===== config.mk =====
export PLATFORM = sky130hd
export DESIGN_NAME = stream_demux_n
export DESIGN_NICKNAME = d
export VERILOG_FILES = /design/src/rtl/stream_demux_pkg.sv /design/src/rtl/demux_ch_reg.sv /design/src/rtl/stream_demux_n.sv
export SDC_FILE = /design/constraint.sdc
export NUM_CORES = 1
export LEC_CHECK = 0
export CORE_ASPECT_RATIO = 1.1
export CORE_UTILIZATION = 62
export DETAILED_ROUTE_END_ITERATION = 12
export DONT_BUFFER_PORTS = 1
export PLACE_DENSITY = 0.87
export SYNTH_ARGS = -nofsm -noshare
export SYNTH_HDL_FRONTEND = slang
export SYNTH_SLANG_ARGS = --single-unit
export TNS_END_PERCENT = 30

===== constraint.sdc =====
create_clock -name clk -period 1.95 [get_ports clk]
set_input_delay 0.39 -clock clk [delete_from_list [all_inputs] [get_ports clk]]
set_output_delay 0.39 -clock clk [all_outputs]
set_load 0.01 [all_outputs]

===== src/rtl/stream_demux_pkg.sv =====
// Shared types and helpers for the stream demultiplexer family.
// The one-hot decoder is also used by the combinational demux variants.
package stream_demux_pkg;

    localparam int DEF_N_CH = 8;
    localparam int DEF_DW   = 8;
    localparam int MAX_CH   = 64;

    typedef struct packed {
        logic              valid;
        logic [DEF_DW-1:0] data;
    } ch_state_t;

    // Returns all-zeros for an out-of-range select so callers can gate loads directly.
    function automatic logic [MAX_CH-1:0] sel_to_onehot(input int unsigned sel,
                                                       input int unsigned n);
        logic [MAX_CH-1:0] oh;
        oh = '0;
        if ((sel < n) && (sel < MAX_CH)) begin
            oh = 64'(1) << sel;
        end
        return oh;
    endfunction

endpackage


===== src/rtl/demux_ch_reg.sv =====
// One-deep holding register for a single output lane with valid/ready handshake.
// A load in the same cycle as a drain wins, so a busy lane sustains one word per cycle.
module demux_ch_reg
    import stream_demux_pkg::*;
#(
    parameter int DW = DEF_DW
) (
    input  logic          clk,
    input  logic          rst_n,
    input  logic          load,
    input  logic [DW-1:0] load_data,
    input  logic          ready,
    output logic          valid,
    output logic [DW-1:0] data
);

    logic          valid_q;
    logic          valid_d;
    logic [DW-1:0] data_q;
    logic [DW-1:0] data_d;

    always_comb begin
        valid_d = valid_q;
        data_d  = data_q;
        if (load) begin
            valid_d = 1'b1;
            data_d  = load_data;
        end else if (valid_q && ready) begin
            valid_d = 1'b0;
        end
    end

    always_ff @(posedge clk or negedge rst_n) begin
        if (!rst_n) begin
            valid_q <= 1'b0;
            data_q  <= '0;
        end else begin
            valid_q <= valid_d;
            data_q  <= data_d;
        end
    end

    assign valid = valid_q;
    assign data  = data_q;

endmodule


===== src/rtl/stream_demux_n.sv =====
// Registered 1-to-N stream demultiplexer with per-lane holding registers.
// Out-of-range selects are always consumed, pulsed on drop_pulse and counted.
module stream_demux_n
    import stream_demux_pkg::*;
#(
    parameter int N_CH  = DEF_N_CH,
    parameter int DW    = DEF_DW,
    parameter int CNT_W = 16,
    localparam int SW   = $clog2(N_CH)
) (
    input  logic               clk,
    input  logic               rst_n,
    input  logic               s_valid,
    output logic               s_ready,
    input  logic [SW-1:0]      s_sel,
    input  logic [DW-1:0]      s_data,
    output logic [N_CH-1:0]    m_valid,
    input  logic [N_CH-1:0]    m_ready,
    output logic [N_CH*DW-1:0] m_data,
    output logic [N_CH-1:0]    last_onehot,
    output logic               drop_pulse,
    output logic [CNT_W-1:0]   drop_cnt
);

    localparam int SEL_SPAN = 1 << SW;

    logic                in_range;
    logic [N_CH-1:0]     sel_oh;
    logic [N_CH-1:0]     ch_free;
    logic [SEL_SPAN-1:0] free_span;
    logic                accept;
    logic                drop;
    logic [N_CH-1:0]     load_vec;

    logic [N_CH-1:0]  last_onehot_q;
    logic [N_CH-1:0]  last_onehot_d;
    logic             drop_pulse_q;
    logic             drop_pulse_d;
    logic [CNT_W-1:0] drop_cnt_q;
    logic [CNT_W-1:0] drop_cnt_d;

    // free_span pads ch_free to the full select space so every s_sel value indexes a real bit.
    always_comb begin
        in_range  = (32'(s_sel) < 32'(N_CH));
        sel_oh    = N_CH'(sel_to_onehot(32'(s_sel), N_CH));
        ch_free   = ~m_valid | m_ready;
        free_span = SEL_SPAN'(ch_free);
        s_ready   = in_range ? free_span[s_sel] : 1'b1;
        accept    = s_valid & s_ready;
        drop      = accept & ~in_range;
        load_vec  = accept ? sel_oh : '0;
    end

    always_comb begin
        last_onehot_d = last_onehot_q;
        drop_pulse_d  = drop;
        drop_cnt_d    = drop_cnt_q;
        if (accept && in_range) begin
            last_onehot_d = sel_oh;
        end
        if (drop && (drop_cnt_q != {CNT_W{1'b1}})) begin
            drop_cnt_d = drop_cnt_q + CNT_W'(1);
        end
    end

    always_ff @(posedge clk or negedge rst_n) begin
        if (!rst_n) begin
            last_onehot_q <= '0;
            drop_pulse_q  <= 1'b0;
            drop_cnt_q    <= '0;
        end else begin
            last_onehot_q <= last_onehot_d;
            drop_pulse_q  <= drop_pulse_d;
            drop_cnt_q    <= drop_cnt_d;
        end
    end

    assign last_onehot = last_onehot_q;
    assign drop_pulse  = drop_pulse_q;
    assign drop_cnt    = drop_cnt_q;

    for (genvar i = 0; i < N_CH; i++) begin : g_ch
        demux_ch_reg #(
            .DW(DW)
        ) u_ch (
            .clk      (clk),
            .rst_n    (rst_n),
            .load     (load_vec[i]),
            .load_data(s_data),
            .ready    (m_ready[i]),
            .valid    (m_valid[i]),
            .data     (m_data[i*DW +: DW])
        );
    end

endmodule


After elaboration in Yosys (flattened, before gate mapping)
Cells that the tools add are included.
Storage, ports and cells
  bits in registers: 80
  input bits: 22
  output and inout port bits: 98
  word-level logic and storage cells: 57
Cells by class
  order comparisons: 1
  shift-type cells: 1
  mux-type cells: 19
  bitwise gates (word level): 3
  reduce and logical (&&, ||, !) cells: 16
Operators with widths (count)
  $mux 1: 17
  $reduce_bool 2->1: 8
  $logic_and 1x1->1: 8
  $mux 8: 1
  $not 8->8: 1
  $or 8x8->8: 1
  $shl 1x3->8 const A: 1
  $lt 3x4->1 const B: 1
  $bmux 1 s3: 1
  $and 1x1->1: 1

Logic depth before layout (Yosys ltp)
Gate-level depths: netlist of the first run.
  depth in word-level cells: 7
  mapped depth: 5
  gate-level depth less buffers: 4

Hierarchy
A second synthesis of the first run with hierarchy kept.
Unflattened totals
  cell total of the unflattened synthesis: 243
  area total of the unflattened synthesis: 3703.6 sq um
Modules (own cells, without submodules)
  demux_ch_reg: instances 8, cells each 20, area an instance 369.1 sq um, seq. area each 225.2 sq um
  stream_demux_n: instances 1, cells each 83, area an instance 750.7 sq um, seq. area each 200.2 sq um

Worst setup path before layout of the first run
No wires, ideal clock.
  path type: input-to-output
  start: input port m_ready[2]
  end: output port s_ready
  arrival time: 1.247 ns
  required time: 1.560 ns
  path slack: 0.313 ns
  stages: 4
  path buffers: 0
  cells stage by stage: nand2b_1 -> mux4_2 -> nand2b_1 -> o21ai_0
On the way
  cells in the longest elaborated chain, start to end: 3
Ends and longest elaborated chain
  from (decl): RTL line stream_demux_n.sv:18  | input logic [N_CH-1:0] m_ready,
  $or 8x8->8: RTL line stream_demux_n.sv:46  | ch_free = ~m_valid | m_ready;
  $bmux 1 s3: RTL line stream_demux_n.sv:48  | s_ready = in_range ? free_span[s_sel] : 1'b1;
  $mux 1 (implied by the code): RTL line stream_demux_n.sv:48
  to (decl): RTL line stream_demux_n.sv:14  | output logic s_ready,
Every way passes these cells. The select of a mux whose other input is x is not followed.

Worst setup path after layout of the first run
  start: register g_ch[0].u_ch.valid_q
  end: output port s_ready
On the way
  cells in the longest elaborated chain, start to end: 4
Ends and longest elaborated chain
  from (decl): RTL line demux_ch_reg.sv:17  | logic valid_q;
  from (signal assigned): RTL line demux_ch_reg.sv:38  | valid_q <= valid_d;
  $not 8->8: RTL line stream_demux_n.sv:46
  $or 8x8->8: RTL line stream_demux_n.sv:46
  $bmux 1 s3: RTL line stream_demux_n.sv:48
  $mux 1 (implied by the code): RTL line stream_demux_n.sv:48
Every way passes these cells. The select of a mux whose other input is x is not followed.

==> results of run 1 <==
## registers in the layout, indices dropped and copies added, names as in the netlist
register	count
g_ch.u_ch.valid	8
g_ch.u_ch.data	64
last_onehot	8
## Yosys cell counts (2+ instances only)
master	number
sky130_fd_sc_hd__a21o_1	4
sky130_fd_sc_hd__buf_4	25
sky130_fd_sc_hd__o221ai_1	2
sky130_fd_sc_hd__dfrtp_1	80
sky130_fd_sc_hd__nand2b_1	10
sky130_fd_sc_hd__nand2_1	7
sky130_fd_sc_hd__nand3_2	2
sky130_fd_sc_hd__a21bo_1	4
sky130_fd_sc_hd__o21ai_0	5
sky130_fd_sc_hd__mux2_2	63
sky130_fd_sc_hd__nor3b_4	2
## metrics by stage
step / TNS (ns) / hold slack [ns] / area, um2 / power [mW]
4_1_cts: 0 / -0.2746 / 3558 / 4.243
3_5_place_dp: 0 / 0.09581 / 3301 / 2.803
5_1_grt: -0.03746 / -0.2829 / 3570 / 4.383
2_1_floorplan: 0 / 0.09441 / 3372 / 2.705
3_3_place_gp: 0 / 0.09576 / 3301 / 2.765
6_report: 0 / -0.2624 / 3570 / 4.219
## cell families after synthesis
group	share of synthesized area, %
simple gates	6.650
other cells	0.1132
compound gates	4.194
flops	60.45
mux	22.44
buf+inv	6.158
## layout make-up
| type | instances | area share, % |
|---|---|---|
| clock buffer | 10 | 3.856 |
| tap | 58 | 2.033 |
| timing repair buffer | 11 | 2.313 |
| clock inverter | 5 | 2.944 |
| sequential | 80 | 56.08 |
| multi-input combinational | 130 | 32.77 |
## metal layers
layer,GRT usage (%),part of all wire [%],vias up
met5,0,0,-
li1,-,-,755
met3,7.317,7.4,8
met1,29.71,41,884
met4,10.39,1.4,0
met2,38.58,50,80
## power by group
part	leakage (nW)	internal, mW	switching (mW)
clock network	0.115	0.878	0.574
registers	0.984	1.98	0.387
logic	0.571	0.260	0.140
## worst max path at each step
| stage | to | slack [ns] | cells past startpoint | startpoint |
|---|---|---|---|---|
| 6_report | s_ready | 0.04 | 4 | g_ch[0].u_ch.valid |
| 5_1_grt | s_ready | -0.04 | 4 | g_ch[1].u_ch.valid |
| 4_1_cts | s_ready | 0.008 | 4 | g_ch[0].u_ch.valid |
| 3_5_place_dp | s_ready | 0.25 | 4 | m_ready[2] |
| 3_3_place_gp | s_ready | 0.27 | 4 | m_ready[0] |
| 2_1_floorplan | s_ready | 0.31 | 4 | m_ready[2] |
## what timing repair did
item | in CTS | in global routing
endpoints found under the setup margin | 1 | 1
setup buffers | 2 | 1
gates resized for setup | 1 | 1
hold endpoints to repair | 80 | 80
==> impl.org, run 1 <==
** Critical path
- Critical path data arrival time :: 1.52 ns
- The slowest stage of the critical path belongs to the cell sky130_fd_sc_hd__mux4_2.
- The worst register-to-register path has a setup slack of around 0.36 ns.
- In this run the critical register-to-register path is launched from g_ch[7].u_ch.valid.
- Largest stage delay on the critical path :: between 0.4 and 0.5 ns
- Together, buffers and inverters on the worst path number 0.
- The worst register-to-register path ends at g_ch[7].u_ch.data[4].
- Count of cells along the worst register-to-register path :: 4
- Critical Path RT :: roughly 1.6 ns
- The kind of cell with the highest combined delay along the critical path is multiplexers.
- Among the stages of the critical path, the cell type that occurs most often is sky130_fd_sc_hd__nand2b_1.
- The signal on the critical path passes through nand2b_1, mux4_2, nand2b_1, o21ai_2.
- The setup path with the least slack is of type reg -> out.
- The worst setup path is launched from a flip-flop.
- Of all nets on the critical path, the largest fanout is 3.
- Nature of the critical path endpoint :: output port

** STA
- Worst hold margin :: -0.2624 ns
- The number of max-slew violations in the final report was 0.
- Portion of the clock cycle consumed by the worst path in the final layout :: a little over nine tenths
- Max Clock Freq :: 522.9 MHz
- Setup violations remaining at the end of the flow were counted as 0.
- The total count of hold-check failures in the final report was 80.
- After layout, the worst setup slack is roughly 0.037 ns.
- On the final layout, the worst clock skew is 0.009028 ns.
- Subtracting the final worst setup slack from the clock period gives 1.913 ns.
- Setup repair after global routing missed its margin :: yes

** Final layout
- Number of filler instances in the final layout :: approximately 340
- Most common cell after layout, fill and taps aside :: sky130_fd_sc_hd__dfrtp_1
- Share of cells above drive strength 1 :: 43.22%
- For this run, the share of the core covered by cells in the final layout is a little over two thirds.
- Area added between synthesis and finish :: 7.782%
- Final Instance Count excl. Fillers :: between 200 and 300
- Across the whole layout, storage elements account for roughly 2000 um2.
- The net count of the finished layout is approximately 250.
- Antenna Cells :: 0
- Area of combinational cells with multiple inputs :: about 1200 um2
- The library cells used most frequently in the layout, excluding fill and tap cells, are sky130_fd_sc_hd__dfrtp_1, sky130_fd_sc_hd__mux2_2, sky130_fd_sc_hd__conb_1, sky130_fd_sc_hd__buf_4.

** Placement
- After detailed placement, the design holds a cell count of roughly 280.
- Pre-CTS setup slack :: about 0.25 ns
- In this run the tool buffered the top-level ports with 0 buffer cells.
- Summed over all nets, the half-perimeter wirelength after detailed placement is ~4400 um.
- At the end of routability-driven placement, the weighted congestion stood at between 0.8 and 0.9.

** Die
- The die covers about 5600 um2.
- Measured along the y axis, the die boundary spans between 70 and 80 um.
- Effective utilization at floorplan :: approximately two thirds
- 120 I/O pins were placed.
- Core area :: roughly 5100 um2
- In this run the core area contains 27 standard-cell rows.
- The die is slightly above 70 um wide.

** Synthesis
- After synthesis, the netlist uses 28 different library cells.
- After synthesis the netlist holds a flip-flop and latch count of 80.
- Mean post-synth cell area :: about 15 um2
- Gate count of the mapped netlist :: between 200 and 250
- For this run, asynchronously set or reset flops after synthesis account for 100.0%.
- Most used DFF post-synth :: sky130_fd_sc_hd__dfrtp_1
- Cell types with the largest area share after synthesis :: sky130_fd_sc_hd__dfrtp_1, sky130_fd_sc_hd__mux2_2, sky130_fd_sc_hd__buf_4, sky130_fd_sc_hd__nand2b_1, sky130_fd_sc_hd__a21bo_1
- Post-synth top area share :: between 60% and 70%
- Portion of the post-synthesis area used by sequential elements :: between 60% and 70%
- Yosys warning count :: 0
- Post-synth design cell area :: between 3000 and 4000 um2
- Library cell occupying the most area in the post-synthesis netlist :: sky130_fd_sc_hd__dfrtp_1
- Number of enable flip-flop cells after synthesis :: 0

** Global routing
- Via count of the first global-routing pass :: 1822
- The total overflow left after global routing is 0.
- Wire length of the first global-routing pass :: 9646 um
- Overall routing resource usage :: between 20% and 30%
- Entering global routing, the biggest net connects 81 pins.
- Number of antenna violations at the first check in global routing :: 0

** Clock network
- CTS saw 80 sinks.
- The H-tree generated during clock tree synthesis spans 3 levels.
- Clock tree from TritonCTS :: done
- Clock-pin slew was measured on the worst setup and hold paths at roughly 0.08 ns.
- Total CTS buffers :: 9
- Number of buffers on the longest clock path :: 2
- The tree is rooted in a sky130_fd_sc_hd__clkbuf_8.
- Clk Latency, worst-skew pair :: 0.34 ns

** Outcome
- The flow ran to the end, but the final reports show violations.
- The final reports fail on negative hold slack.

** Routing
- Before antenna repair, the detailed router went through 4 iterations.
- Residual antenna-violating net count after detailed routing :: 0
- After detailed routing, the average wire length per cell comes to 21.45 um.
- The routed layout has between 1.5k and 2k vias.
- After detailed routing, the total wire length is about 6300 um.
- For this run, design rule violations remaining after detail routing come to 0.
- In the routed layout, each cell is associated on average with a via count of a little under 6.
- Initial DRC count :: 40

** Power
- Highest ir drop seen on vdd :: 972.3 uV
- Power density over the cells :: 1182 nW/um2
- Reported leakage power :: about 1.7 nW

** Run
- Across the run, the number of max-cap violations was 0.

** Hold path
- Min-Delay Path Class :: in -> async
No activity file was read; power rests on OpenSTA's default activity.
==> run 2: changes to the inputs <==
- SKIP_LAST_GASP: default -> 1
==> results of run 2 <==
Same layout as run 1: the final DEF is identical, and so are final timing and power.
